--- src/rtl/shape_processor_modeling_pkg.sv ---
// Shared types for the shape processor control SFR and its bus initiator:
// field enums, SFR layout, response status and expected-value resolution.
package shape_processor_modeling;

  typedef enum logic [1:0] {
    CIRCLE     = 2'd0,
    RECTANGLE  = 2'd1,
    TRIANGLE   = 2'd2,
    KEEP_SHAPE = 2'd3
  } shape_e;

  typedef enum logic [1:0] {
    PERIMETER      = 2'd0,
    AREA           = 2'd1,
    IS_SQUARE      = 2'd2,
    KEEP_OPERATION = 2'd3
  } operation_e;

  typedef struct packed {
    logic [27:0] reserved;
    operation_e  operation;
    shape_e      shape;
  } ctrl_sfr_reg;

  typedef enum logic [1:0] {
    RSP_OK       = 2'd0,
    RSP_REJECTED = 2'd1,
    RSP_MISMATCH = 2'd2
  } rsp_status_e;

  // A rejected write leaves the SFR untouched; otherwise KEEP fields hold their value.
  function automatic ctrl_sfr_reg resolve_expected(input ctrl_sfr_reg shadow,
                                                   input shape_e      shape,
                                                   input operation_e  operation,
                                                   input logic        err_seen);
    ctrl_sfr_reg result;
    result = shadow;
    if (!err_seen) begin
      if (shape != KEEP_SHAPE) result.shape = shape;
      if (operation != KEEP_OPERATION) result.operation = operation;
    end
    return result;
  endfunction

endpackage

--- src/rtl/shape_processor_initiator_shadow.sv ---
// Shadow copy of the control SFR: captures read-backs, resolves the expected
// post-command value and derives the response status.
module shape_processor_initiator_shadow
  import shape_processor_modeling::*;
(
  input  logic        clk,
  input  logic        rst,
  input  logic        capture_en,
  input  logic        commit_en,
  input  logic [31:0] read_data,
  input  shape_e      cmd_shape,
  input  operation_e  cmd_operation,
  input  logic        err_seen,
  output shape_e      shadow_shape,
  output operation_e  shadow_operation,
  output logic        shadow_valid,
  output rsp_status_e status
);

  ctrl_sfr_reg shadow_reg;
  logic        shadow_valid_reg;
  ctrl_sfr_reg expected;

  assign expected = resolve_expected(shadow_reg, cmd_shape, cmd_operation, err_seen);

  always_comb begin
    status = RSP_OK;
`ifdef SHAPE_PROCESSOR_INITIATOR_READBACK_EN
    // A wrong read-back outranks a rejection.
    if (read_data != expected) status = RSP_MISMATCH;
    else if (err_seen) status = RSP_REJECTED;
`else
    if (err_seen) status = RSP_REJECTED;
`endif
  end

  always_ff @(posedge clk) begin
    if (rst) begin
      shadow_reg       <= '0;
      shadow_valid_reg <= 1'b0;
    end else if (capture_en) begin
      shadow_reg       <= ctrl_sfr_reg'(read_data);
      shadow_valid_reg <= 1'b1;
    end else if (commit_en) begin
      shadow_reg <= expected;
    end
  end

  assign shadow_shape     = shadow_reg.shape;
  assign shadow_operation = shadow_reg.operation;
  assign shadow_valid     = shadow_valid_reg;

endmodule

--- src/rtl/shape_processor_initiator.sv ---
// Bus initiator turning shape/operation commands into control SFR writes with
// error-window and read-back confirmation. Option: SHAPE_PROCESSOR_INITIATOR_READBACK_EN.
module shape_processor_initiator
  import shape_processor_modeling::*;
#(
  parameter int ERR_WINDOW = 1
) (
  input  logic        clk,
  input  logic        rst,
  input  logic        cmd_valid,
  output logic        cmd_ready,
  input  shape_e      cmd_shape,
  input  operation_e  cmd_operation,
  output logic        rsp_valid,
  input  logic        rsp_ready,
  output rsp_status_e rsp_status,
  output shape_e      rsp_shape,
  output operation_e  rsp_operation,
  output logic [15:0] err_count,
  output logic        write,
  output logic [31:0] write_data,
  output logic        read,
  input  logic [31:0] read_data,
  input  logic        error
);

  localparam int CNT_W = (ERR_WINDOW > 1) ? $clog2(ERR_WINDOW) : 1;

  typedef enum logic [2:0] {
    SYNC_RD, SYNC_WAIT, IDLE, WR, WR_WAIT, RD, RD_WAIT, RESP
  } state_e;

  state_e      state_reg, state_next;
  shape_e      cmd_shape_reg;
  operation_e  cmd_operation_reg;
  logic        err_seen_reg;
  logic [CNT_W-1:0] win_cnt_reg;
  rsp_status_e status_reg;
  logic [15:0] err_count_reg;

  logic        win_last, err_any, capture_en, commit_en, status_load, shadow_valid;
  shape_e      shadow_shape;
  operation_e  shadow_operation;
  rsp_status_e status;

  assign win_last = (win_cnt_reg == CNT_W'(ERR_WINDOW - 1));
  // Include the current cycle's error so the final window cycle counts.
  assign err_any  = err_seen_reg | ((state_reg == WR_WAIT) & error);

  shape_processor_initiator_shadow u_shadow (
    .clk              (clk),
    .rst              (rst),
    .capture_en       (capture_en),
    .commit_en        (commit_en),
    .read_data        (read_data),
    .cmd_shape        (cmd_shape_reg),
    .cmd_operation    (cmd_operation_reg),
    .err_seen         (err_any),
    .shadow_shape     (shadow_shape),
    .shadow_operation (shadow_operation),
    .shadow_valid     (shadow_valid),
    .status           (status)
  );

  always_comb begin
    state_next  = state_reg;
    cmd_ready   = 1'b0;
    write       = 1'b0;
    read        = 1'b0;
    rsp_valid   = 1'b0;
    capture_en  = 1'b0;
    commit_en   = 1'b0;
    status_load = 1'b0;
    case (state_reg)
      SYNC_RD: begin
        read       = 1'b1;
        state_next = SYNC_WAIT;
      end
      SYNC_WAIT: begin
        capture_en = 1'b1;
        state_next = IDLE;
      end
      IDLE: begin
        cmd_ready = shadow_valid;
        if (cmd_valid && shadow_valid) state_next = WR;
      end
      WR: begin
        write      = 1'b1;
        state_next = WR_WAIT;
      end
      WR_WAIT: begin
        if (win_last) begin
`ifdef SHAPE_PROCESSOR_INITIATOR_READBACK_EN
          state_next = RD;
`else
          commit_en   = 1'b1;
          status_load = 1'b1;
          state_next  = RESP;
`endif
        end
      end
`ifdef SHAPE_PROCESSOR_INITIATOR_READBACK_EN
      RD: begin
        read       = 1'b1;
        state_next = RD_WAIT;
      end
      RD_WAIT: begin
        capture_en  = 1'b1;
        status_load = 1'b1;
        state_next  = RESP;
      end
`endif
      RESP: begin
        rsp_valid = 1'b1;
        if (rsp_ready) state_next = IDLE;
      end
      default: state_next = SYNC_RD;
    endcase
    // Strobes must drop in the very cycle reset is raised.
    if (rst) begin
      cmd_ready   = 1'b0;
      write       = 1'b0;
      read        = 1'b0;
      rsp_valid   = 1'b0;
      capture_en  = 1'b0;
      commit_en   = 1'b0;
      status_load = 1'b0;
    end
  end

  always_ff @(posedge clk) begin
    if (rst) begin
      state_reg         <= SYNC_RD;
      cmd_shape_reg     <= CIRCLE;
      cmd_operation_reg <= PERIMETER;
      err_seen_reg      <= 1'b0;
      win_cnt_reg       <= '0;
      status_reg        <= RSP_OK;
      err_count_reg     <= '0;
    end else begin
      state_reg <= state_next;
      if (cmd_valid && cmd_ready) begin
        cmd_shape_reg     <= cmd_shape;
        cmd_operation_reg <= cmd_operation;
        err_seen_reg      <= 1'b0;
      end
      if (state_reg == WR) win_cnt_reg <= '0;
      else if (state_reg == WR_WAIT && !win_last) win_cnt_reg <= win_cnt_reg + CNT_W'(1);
      if (state_reg == WR_WAIT) err_seen_reg <= err_any;
      if (status_load) status_reg <= status;
      if (rsp_valid && rsp_ready && status_reg == RSP_REJECTED && err_count_reg != 16'hFFFF)
        err_count_reg <= err_count_reg + 16'd1;
    end
  end

  assign write_data    = write ? {28'd0, cmd_operation_reg, cmd_shape_reg} : 32'd0;
  assign rsp_status    = rsp_valid ? status_reg : RSP_OK;
  assign rsp_shape     = rsp_valid ? shadow_shape : CIRCLE;
  assign rsp_operation = rsp_valid ? shadow_operation : PERIMETER;
  assign err_count     = err_count_reg;

endmodule

--- config.mk ---
export PLATFORM = sky130hd
export DESIGN_NAME = shape_processor_initiator
export DESIGN_NICKNAME = d
export VERILOG_FILES = /design/src/rtl/shape_processor_modeling_pkg.sv /design/src/rtl/shape_processor_initiator_shadow.sv /design/src/rtl/shape_processor_initiator.sv
export SDC_FILE = /design/constraint.sdc
export NUM_CORES = 1
export LEC_CHECK = 0
export ABC_AREA = 1
export CELL_PAD_IN_SITES_DETAIL_PLACEMENT = 2
export CELL_PAD_IN_SITES_GLOBAL_PLACEMENT = 2
export CORE_AREA = 5 5 106 108
export CTS_CLUSTER_DIAMETER = 150
export DETAILED_ROUTE_END_ITERATION = 12
export DIE_AREA = 0 0 111 113
export HOLD_SLACK_MARGIN = 0.06
export PLACE_DENSITY_LB_ADDON = 0.1
export SLEW_MARGIN = 20
export SYNTH_ARGS = -nofsm -noshare
export SYNTH_HDL_FRONTEND = slang
export SYNTH_SLANG_ARGS = --single-unit
--- constraint.sdc ---
create_clock -name clk -period 2.2 [get_ports clk]
set_input_delay 0.55 -clock clk [delete_from_list [all_inputs] [get_ports clk]]
set_output_delay 0.55 -clock clk [all_outputs]
set_load 0.1 [all_outputs]
==> impl_metrics.toml <==
[run_status]
status = "completed"

[drt]
postRouteWirelength_um = 6638
routedWlPerCell_um = 12.48
met2WireLength_um = 3063
top_layer = "met4"
viasPerCell = 4.051
first_pass_iters = 4
drtAntennaViolNets = 0
dr.first_iter.drc_count = 46
vias = 2155
route.detailed.drc = 0
met3_wirelength_um = 277
wl_met1_um = 3202

[final_layout]
largest_register_ffs = 16
diodes = 0
syn_to_final_growth_pct = 43.82
utilization_pct = 29.45
mostFrequentLayoutCells = "nand2_1 (100), nor2_1 (41), inv_1 (39)"
final_common_cell = "nand2_1"
final_nets = 437
layout-drive-gt1-share_pct = 22.98

[setup_path]
required_ns = 1.65
cp-end-kind = "primary output"
critPathArrivalTime_ns = 1.54
path_class = "in -> out"
cp_max_fo = 4
start_kind = "input pin"
reg2reg_depth = 9

[timing]
finalHoldViolations = 0
max_freq_mhz = 477.6
fin_skew_ns = 0.01069
fin_crit_ns = 2.094
rsz0062_at_grt = "no"
worst_hold_slack_ns = 0.4752
slew_violations = 0
timing.final.crit_share_pct = 95.17
tns_ns = 0
setup_viol = 0

[global_routing]
grt_pass1_vias = 2380
grt_pass1_wl_um = 11560
grt_max_degree = 14
overflow = 0
grt_use_total_pct = 11.28
antenna_found_initial = 0

[pwr]
power_density_mw_per_mm2 = 706.4
p_int_uw = 1215
irDropWorstVdd_v = 0.0004653
p_comb_share_pct = 37.6
finalPower_uw = 2109
clkPwrFrac_pct = 29.2
switching_share_pct = 42.38
switchingPower_uw = 893.8
p_leak_uw = 0.001252
pwr-share-seq_pct = 33.2

[cts]
post_cts_buffers = 0
cts-buffers-inserted = 5
cts.path.max_buffers = 2
root_buffer = "clkbuf_8"
h-tree-depth = 2
clkSinkCount = 31
cts_tree = "built"
clk_latency_ns = 0.29
path_clk_slew_ns = 0.08
hold_buffers = 0

[yosys]
synth_cells = 337
ys_seq_area_share_pct = 29.90
yosys.area.top_type = "dfxtp_1"
synthFlopType = "dfxtp_1"
synth_seq_cells = 31
synth.avg_cell_area_um2 = 6.159
async_reset_ff_share_pct = 0
netlist_area_mm2 = 0.002076
synth_edf_count = 0
ys_warn_count = 0
synth_cell_type_count = 29
yosys-top-cells-area = "dfxtp_1 (30%), nand2_1 (18%), buf_4 (10%)"
synth_top_area_share_pct = 29.90

[floorplan]
coreArea_mm2 = 0.01014
initial_core_util_pct = 20.47
num_rows = 37
num_io_pins = 99
die_h_um = 113
dieArea_mm2 = 0.01254
die_width_um = 111

[run]
max-cap-violations = 0

[place]
hpwl_um = 5507
io_buffers = 41
place_congestion = 0.7235

[min_path]
min_path_type = "reg -> reg"
min_path_cells = 2
-- cells by family (layout without fill, tap and decap cells) --
group           count (synthesis)  count (layout)  synth area share (%)
xor+xnor                        5               5                 2.110
simple gates                  194             194                 39.90
flops                          31              31                 29.90
other cells                     1              29                0.1807
buf+inv                        80             111                 20.61
fa+ha+maj                       1               1                0.6027
compound gates                 25              25                 6.691
-- per-stage QoR --
step / setup WS [ns] / cells / area (µm²)
final: 0.1064 / 532 / 2985
after global routing: 0.01373 / 532 / 2985
after CTS: 0.03492 / 532 / 2979
after detailed placement: -0.3102 / 524 / 2860
after global placement: -0.2828 / 524 / 2860
after floorplan: -0.5021 / 365 / 2276
-- cells in the mapped netlist, drive strengths merged (3+ instances only) --
cell and n:
a21oi 17, buf 35, dfxtp 31, inv 43
nand2 103, nand3 21, nand4 8, nor2 56
nor3 3, o21ai 7, xor2 3
-- power groups by stage --
stage                     combinational, µW  sequential (µW)  clock, µW
after CTS                               808              696        646
after floorplan                         681              666          0
after detailed placement                804              705          0
final                                   794              700        616
after global routing                    868              715        666
after global placement                  793              705          0
-- repair_timing --
item,CTS,global route
gates resized for setup,8,3
pin swaps,2,2
endpoints found under the setup margin,12,4
-- final cells by class --
| type | count | area [µm²] |
|---|---|---|
| Inverter | 43 | 165.2 |
| Multi-Input combinational cell | 254 | 1225 |
| Clock inverter | 2 | 35.03 |
| Tap cell | 136 | 170.2 |
| Sequential cell | 31 | 631.9 |
| Clock buffer | 6 | 82.58 |
| Fill cell | 1215 | 7153 |
| Timing Repair Buffer | 60 | 675.6 |
-- path summary, 6_finish.rpt --
kind	start	to	slack [ns]
min	win_cnt_reg	win_cnt_reg	0.48
min reg2reg	win_cnt_reg	win_cnt_reg	0.48
max	rst	write_data[0]	0.11
max reg2reg	err_count[1]	err_count[3]	0.56
-- metal layers --
layer  global-route usage, %  up-vias
met2                   18.33       52
met4                   3.695        0
met3                   2.834        6
met1                   14.67     1004
li1                        -     1093
met5                       0        -
-- critical path, stage by stage --
cell and delay, ns:
buf_2 0.14, inv_2 0.08, nand2_1 0.10, nor2_4 0.13, clkinvlp_4 0.20, nor2_4 0.15
buf_12 0.18
Power figures use the tool's default switching activity.
